**src/rtl/crc_pkg.sv**
```systemverilog
// rtl/crc_pkg.sv - shared FSM encoding, standard CRC presets and bit-reverse helpers
package crc_pkg;

  typedef enum logic [1:0] {
    ST_IDLE = 2'd0,
    ST_RUN  = 2'd1,
    ST_OUT  = 2'd2
  } crc_state_e;

  localparam logic [31:0] CRC32_POLY         = 32'h04C1_1DB7;
  localparam logic [31:0] CRC32_INIT         = 32'hFFFF_FFFF;
  localparam logic [31:0] CRC32_XOROUT       = 32'hFFFF_FFFF;
  localparam logic [31:0] CRC32_MPEG2_POLY   = 32'h04C1_1DB7;
  localparam logic [31:0] CRC32_MPEG2_INIT   = 32'hFFFF_FFFF;
  localparam logic [31:0] CRC32_MPEG2_XOROUT = 32'h0000_0000;
  localparam logic [15:0] CRC16_CCITT_POLY   = 16'h1021;
  localparam logic [15:0] CRC16_CCITT_INIT   = 16'hFFFF;
  localparam logic [15:0] CRC16_CCITT_XOROUT = 16'h0000;

  function automatic logic [7:0] rev8(input logic [7:0] b);
    logic [7:0] r;
    for (int i = 0; i < 8; i++) r[i] = b[7-i];
    return r;
  endfunction

  // Reverses the low w bits of x; result is right-aligned.
  function automatic logic [31:0] rev_w(input logic [31:0] x, input int unsigned w);
    logic [31:0] r;
    for (int i = 0; i < 32; i++) r[i] = x[31-i];
    return r >> (32 - w);
  endfunction

endpackage

```
**src/rtl/crc_byte_step.sv**
```systemverilog
// rtl/crc_byte_step.sv - folds one byte into a CRC register, MSB-first, eight unrolled shifts
module crc_byte_step #(
  parameter int W = 32
) (
  input  logic [W-1:0] crc,
  input  logic [7:0]   data_byte,
  input  logic [W-1:0] poly,
  output logic [W-1:0] crc_next
);

  logic [W-1:0] work;

  always_comb begin
    work = crc;
    for (int i = 0; i < 8; i++) begin
      if (work[W-1] ^ data_byte[7-i]) work = (work << 1) ^ poly;
      else                            work = work << 1;
    end
    crc_next = work;
  end

endmodule

```
**src/rtl/crc_stream_engine.sv**
```systemverilog
// rtl/crc_stream_engine.sv - one-frame-at-a-time CRC over 32-bit beats, four byte steps per cycle
module crc_stream_engine
  import crc_pkg::*;
#(
  parameter int DATA_WIDTH = 32,
  parameter int CRC_WIDTH  = 32
) (
  input  logic                  crc_clk,
  input  logic                  crc_rst,
  input  logic [CRC_WIDTH-1:0]  cfg_poly,
  input  logic [CRC_WIDTH-1:0]  cfg_init,
  input  logic [CRC_WIDTH-1:0]  cfg_xorout,
  input  logic                  cfg_refin,
  input  logic                  cfg_refout,
  input  logic                  start,
  input  logic                  s_valid,
  output logic                  s_ready,
  input  logic [DATA_WIDTH-1:0] s_data,
  input  logic [3:0]            s_keep,
  input  logic                  s_last,
  output logic                  m_valid,
  input  logic                  m_ready,
  output logic [CRC_WIDTH-1:0]  m_crc,
  output logic [31:0]           byte_cnt,
  output logic                  busy,
  output logic                  keep_err
);

  crc_state_e state, state_next;

  logic [CRC_WIDTH-1:0] crc_q, poly_q, xorout_q;
  logic                 refin_q, refout_q;
  logic                 cfg_ld, beat_acc, out_ld;
  logic [3:0]           lane_en;
  logic [2:0]           lane_cnt;
  logic                 keep_bad;
  logic [CRC_WIDTH-1:0] chain [5];
  logic [CRC_WIDTH-1:0] crc_fold, crc_final;
  logic [31:0]          fold_rev;

  // Only the run of enabled lanes starting at lane 0 is folded.
  assign lane_en  = {&s_keep[3:0], &s_keep[2:0], &s_keep[1:0], s_keep[0]};
  assign lane_cnt = {2'b0, lane_en[0]} + {2'b0, lane_en[1]} + {2'b0, lane_en[2]} + {2'b0, lane_en[3]};
  assign keep_bad = (s_keep != lane_en);

  assign chain[0] = crc_q;

  for (genvar g = 0; g < 4; g++) begin : g_lane
    logic [7:0]           lane_byte;
    logic [CRC_WIDTH-1:0] stepped;

    assign lane_byte = refin_q ? rev8(s_data[8*g +: 8]) : s_data[8*g +: 8];

    crc_byte_step #(.W(CRC_WIDTH)) u_step (
      .crc       (chain[g]),
      .data_byte (lane_byte),
      .poly      (poly_q),
      .crc_next  (stepped)
    );

    assign chain[g+1] = lane_en[g] ? stepped : chain[g];
  end

  assign crc_fold  = chain[4];
  assign fold_rev  = rev_w(32'(crc_fold), CRC_WIDTH);
  assign crc_final = (refout_q ? fold_rev[CRC_WIDTH-1:0] : crc_fold) ^ xorout_q;

  always_ff @(posedge crc_clk or posedge crc_rst) begin
    if (crc_rst) state <= ST_IDLE;
    else         state <= state_next;
  end

  always_comb begin
    state_next = state;
    s_ready    = 1'b0;
    m_valid    = 1'b0;
    busy       = 1'b0;
    cfg_ld     = 1'b0;
    beat_acc   = 1'b0;
    out_ld     = 1'b0;
    case (state)
      ST_IDLE: begin
        if (start) begin
          cfg_ld     = 1'b1;
          state_next = ST_RUN;
        end
      end
      ST_RUN: begin
        s_ready  = 1'b1;
        busy     = 1'b1;
        beat_acc = s_valid;
        if (s_valid && s_last) begin
          out_ld     = 1'b1;
          state_next = ST_OUT;
        end
      end
      ST_OUT: begin
        m_valid = 1'b1;
        busy    = 1'b1;
        if (m_ready) state_next = ST_IDLE;
      end
      default: state_next = ST_IDLE;
    endcase
  end

  // Config is captured on start so mid-frame cfg_* changes cannot corrupt the running CRC.
  always_ff @(posedge crc_clk or posedge crc_rst) begin
    if (crc_rst) begin
      crc_q    <= '0;
      poly_q   <= '0;
      xorout_q <= '0;
      refin_q  <= 1'b0;
      refout_q <= 1'b0;
      byte_cnt <= '0;
      keep_err <= 1'b0;
      m_crc    <= '0;
    end else begin
      if (cfg_ld) begin
        crc_q    <= cfg_init;
        poly_q   <= cfg_poly;
        xorout_q <= cfg_xorout;
        refin_q  <= cfg_refin;
        refout_q <= cfg_refout;
        byte_cnt <= '0;
        keep_err <= 1'b0;
      end
      if (beat_acc) begin
        crc_q    <= crc_fold;
        byte_cnt <= byte_cnt + 32'(lane_cnt);
        if (keep_bad) keep_err <= 1'b1;
      end
      if (out_ld) m_crc <= crc_final;
    end
  end

endmodule

```
**config.mk**
```make
export PLATFORM = sky130hd
export DESIGN_NAME = crc_stream_engine
export DESIGN_NICKNAME = d
export VERILOG_FILES = /design/src/rtl/crc_pkg.sv /design/src/rtl/crc_byte_step.sv /design/src/rtl/crc_stream_engine.sv
export SDC_FILE = /design/constraint.sdc
export NUM_CORES = 2
export LEC_CHECK = 0
export CAP_MARGIN = 30
export CORE_ASPECT_RATIO = 1.75
export CORE_UTILIZATION = 50
export CTS_CLUSTER_DIAMETER = 100
export CTS_CLUSTER_SIZE = 16
export DETAILED_ROUTE_END_ITERATION = 7
export HOLD_SLACK_MARGIN = 0.1
export PLACE_DENSITY_LB_ADDON = 0.1
export SLEW_MARGIN = 20
export SYNTH_ARGS = -nofsm -noshare
export SYNTH_HDL_FRONTEND = slang
export SYNTH_SLANG_ARGS = --single-unit
```
**constraint.sdc**
```tcl
create_clock -name crc_clk -period 19.3 [get_ports crc_clk]
set_input_delay 4.825 -clock crc_clk [delete_from_list [all_inputs] [get_ports crc_clk]]
set_output_delay 4.825 -clock crc_clk [all_outputs]
set_load 0.005 [all_outputs]
```
==> flow_summary_export.csv <==
group,metric,value,unit
hold_path,hp-start,"m_crc[7]",
job,max-cap-violations,0,
logic_synthesis,yosys_warnings,0,
logic_synthesis,synth_top_flop_cell,"dfrtp_1",
cts,tritoncts,"yes",
timing,slew_viol_final,0,
hold_path,holdPathEnd,"m_crc[7]",
logic_synthesis,netlist.area_leader.share,22.9,%
detailed_routing,drt_wl_total,152,mm
detailed_routing,post_drt_via_cell_ratio,6.37,
setup_path,r2r_cells,64,
timing,fmax,52.2,MHz
floorplan,start_util,50.6,%
timing,setup_viol,0,
setup_path,cp_max_fo,7,
logic_synthesis,synth_cells,4370,
floorplan,die_w,187,um
hold_path,holdPathStages,2,
finish,drive_above_1_share,20.8,%
setup_path,timing.rr.end,"crc_q[24]",
finish,area_growth,29.9,%
detailed_routing,drt-initial-drc-count,4086,
finish,stdcell_count,5716,
cts,ctsRootBufferMaster,"clkbuf_16",
setup_path,cp.required,19.64,ns
cts,cts_sinks,165,
logic_synthesis,syn_avg_cell_area,6.88,sq um
timing,min_period_over_period,99.2,%
cts,cts_buffers,17,
setup_path,reg2reg_slack,2.79,ns
timing,skew,0.0399,ns
placement,portBuffers,207,
finish,fill_cells,5444,
detailed_routing,first_pass_iters,6,
cts,htree_levels,4,
cts,holdBufCountCts,0,
logic_synthesis,synth_edf_count,0,
setup_path,r2r-start,"poly_q[31]",
logic_synthesis,ys_seq_area_share,13.7,%
logic_synthesis,ys_ff_latch,165,
logic_synthesis,synth_area_leader_cell,"xnor2_1",
detailed_routing,drt-wirelength-per-cell,26.5,um
setup_path,worst-endpoint-arrival,19.49,ns
setup_path,slowest_delay,0.55,ns
grt,antenna_found_initial,10,
floorplan,pin_count,208,
setup_path,cpMostUsedCell,"buf_4",
logic_synthesis,synthTopCellsByArea,"xnor2_1 (23%), nand2_1 (14%), dfrtp_1 (14%), mux2i_1 (3.6%), clkbuf_1 (3.5%)",
setup_path,cpMaxStageDelayCell,"a211oi_4",
detailed_routing,drc,0,
finish,nNetsFinal,5066,
grt,grt_pass1_wl,220,mm
grt,grt_max_degree,76,
setup_path,cp-start-kind,"input port",
floorplan,die_area,61100,sq um
timing,hold_viol,0,
grt,groute.usage.overall,48.4,%
detailed_routing,vias,36400,
logic_synthesis,synthArstFlopShare,100,%
hold_path,hp-class,"flip-flop to flip-flop",
floorplan,die_y,326,um
logic_synthesis,post_synth_num_cell_types,120,
timing,tightest_slew,1.12,ns
finish,seqCellArea,4140,sq um
timing,setup_tns,0,ns
floorplan,rows,118,
placement,placed_cells,5626,
placement,hpwl,109,mm
grt,grt_pass1_vias,34600,
setup_path,end_kind,"flip-flop",
setup_path,crit_path_start,"s_data[6]",
placement,place_congestion,1.07,
timing,slew_headroom,25.2,%
grt,overflow,0,
run_status,status,"complete, no violations",
logic_synthesis,synth.most_common_cell,"nand2_1",
detailed_routing,ant_nets,0,
finish,multi_input_area,25600,sq um
cts,cts_buffer_depth,2,
timing,layout_min_cycle_time,19.15,ns
logic_synthesis,synth_nets,4518,
logic_synthesis,netlist_top_cells_count,"nand2_1 (1,160), xnor2_1 (785), clkbuf_1 (283)",
setup_path,path_class,"input port to flip-flop",
cts,clk_pin_slew_worst_paths,0.09,ns
logic_synthesis,synth_area,30100,sq um
floorplan,coreArea,59400,sq um
cts,insertion_delay,0.52,ns
==> worst max-delay path, delay by kind of cell <==
| family | cells | cell delay, ns |
|---|---|---|
| simple gates | 20 | 4.79 |
| xor+xnor | 6 | 1.46 |
| compound gates | 19 | 4.28 |
| mux | 3 | 0.70 |
| buf+inv | 19 | 3.39 |
==> cells by family (layout without fill, tap and decap cells) <==
kind of cell | count (synthesis) | after routing | share of synthesized area (%)
and+or+nand+nor | 1809 | 1809 | 26.0
other | 0 | 6 | 0
adders and majority gates | 8 | 8 | 0.408
muxes | 123 | 123 | 4.38
DFF | 165 | 165 | 13.7
AOI/OAI and AO/OA | 902 | 903 | 21.1
buffers and inverters | 431 | 990 | 5.64
xor gates and xnor gates | 932 | 932 | 28.7
==> worst max-delay path by stage <==
stage / to / slack, ns / cells after the start
finish: crc_q[24] / 0.15 / 67
global route: crc_q[24] / -0.28 / 68
CTS: m_crc[23] / 0.02 / 62
detailed placement: crc_q[24] / -0.96 / 58
global placement: m_crc[23] / -0.82 / 57
floorplan: m_crc[3] / 0.73 / 52
==> cells in the final DEF, fill, tap and decap left out, types with 94 or more instances in the layout <==
cell type,count
nor2_1,208
xor2_1,98
nand3_1,94
mux2i_1,103
o21ai_0,143
a21oi_1,137
clkdlybuf4s50_1,202
buf_4,681
xnor2_1,762
dfrtp_1,161
nand2_1,1154
==> metrics by stage <==
step                worst slack (ns)  area [sq um]  hold slack, ns  utilization [%]
finish                         0.148         39100           0.490             65.8
global route                  -0.280         39000           0.513             65.8
CTS                           0.0217         37500           0.494             63.2
detailed placement            -0.955         36800           0.476             62.0
global placement              -0.821         36800           0.462             61.9
floorplan                      0.734         30100           0.466                -
==> per-layer routing <==
layer,track usage (%),vias to the layer above,share of wire (%)
li1,-,16100,-
met1,50.4,17100,33
met2,77.3,2426,45
met3,11.8,830,9.9
met4,50.9,2,12
met5,0,-,0.015
==> final cells by class <==
type	count	area share, %
repair buffers	918	19.5
clock inverters	13	0.365
flip-flops and latches	165	10.6
inverters	41	0.407
clock buffers	18	1.10
well taps	780	2.50
diodes	6	0.0384
multi-input cells	3775	65.5
==> state kept, by name, indices dropped and copies added (netlist names) <==
signal,count
byte_cnt,32
crc_q,32
keep_err,1
m_crc,32
poly_q,32
refin_q,1
refout_q,1
state,2
xorout_q,32
==> what timing repair did <==
action,4_1_cts,5_1_grt
cloned,1,1
pin swaps,4,72
resized for setup,20,211
setup buffers,2,47
endpoints found under the setup margin,59,64
Power is left out: the tool's default activity adds up to more than one toggle a clock period on the data nets, which glitch-free logic cannot reach.
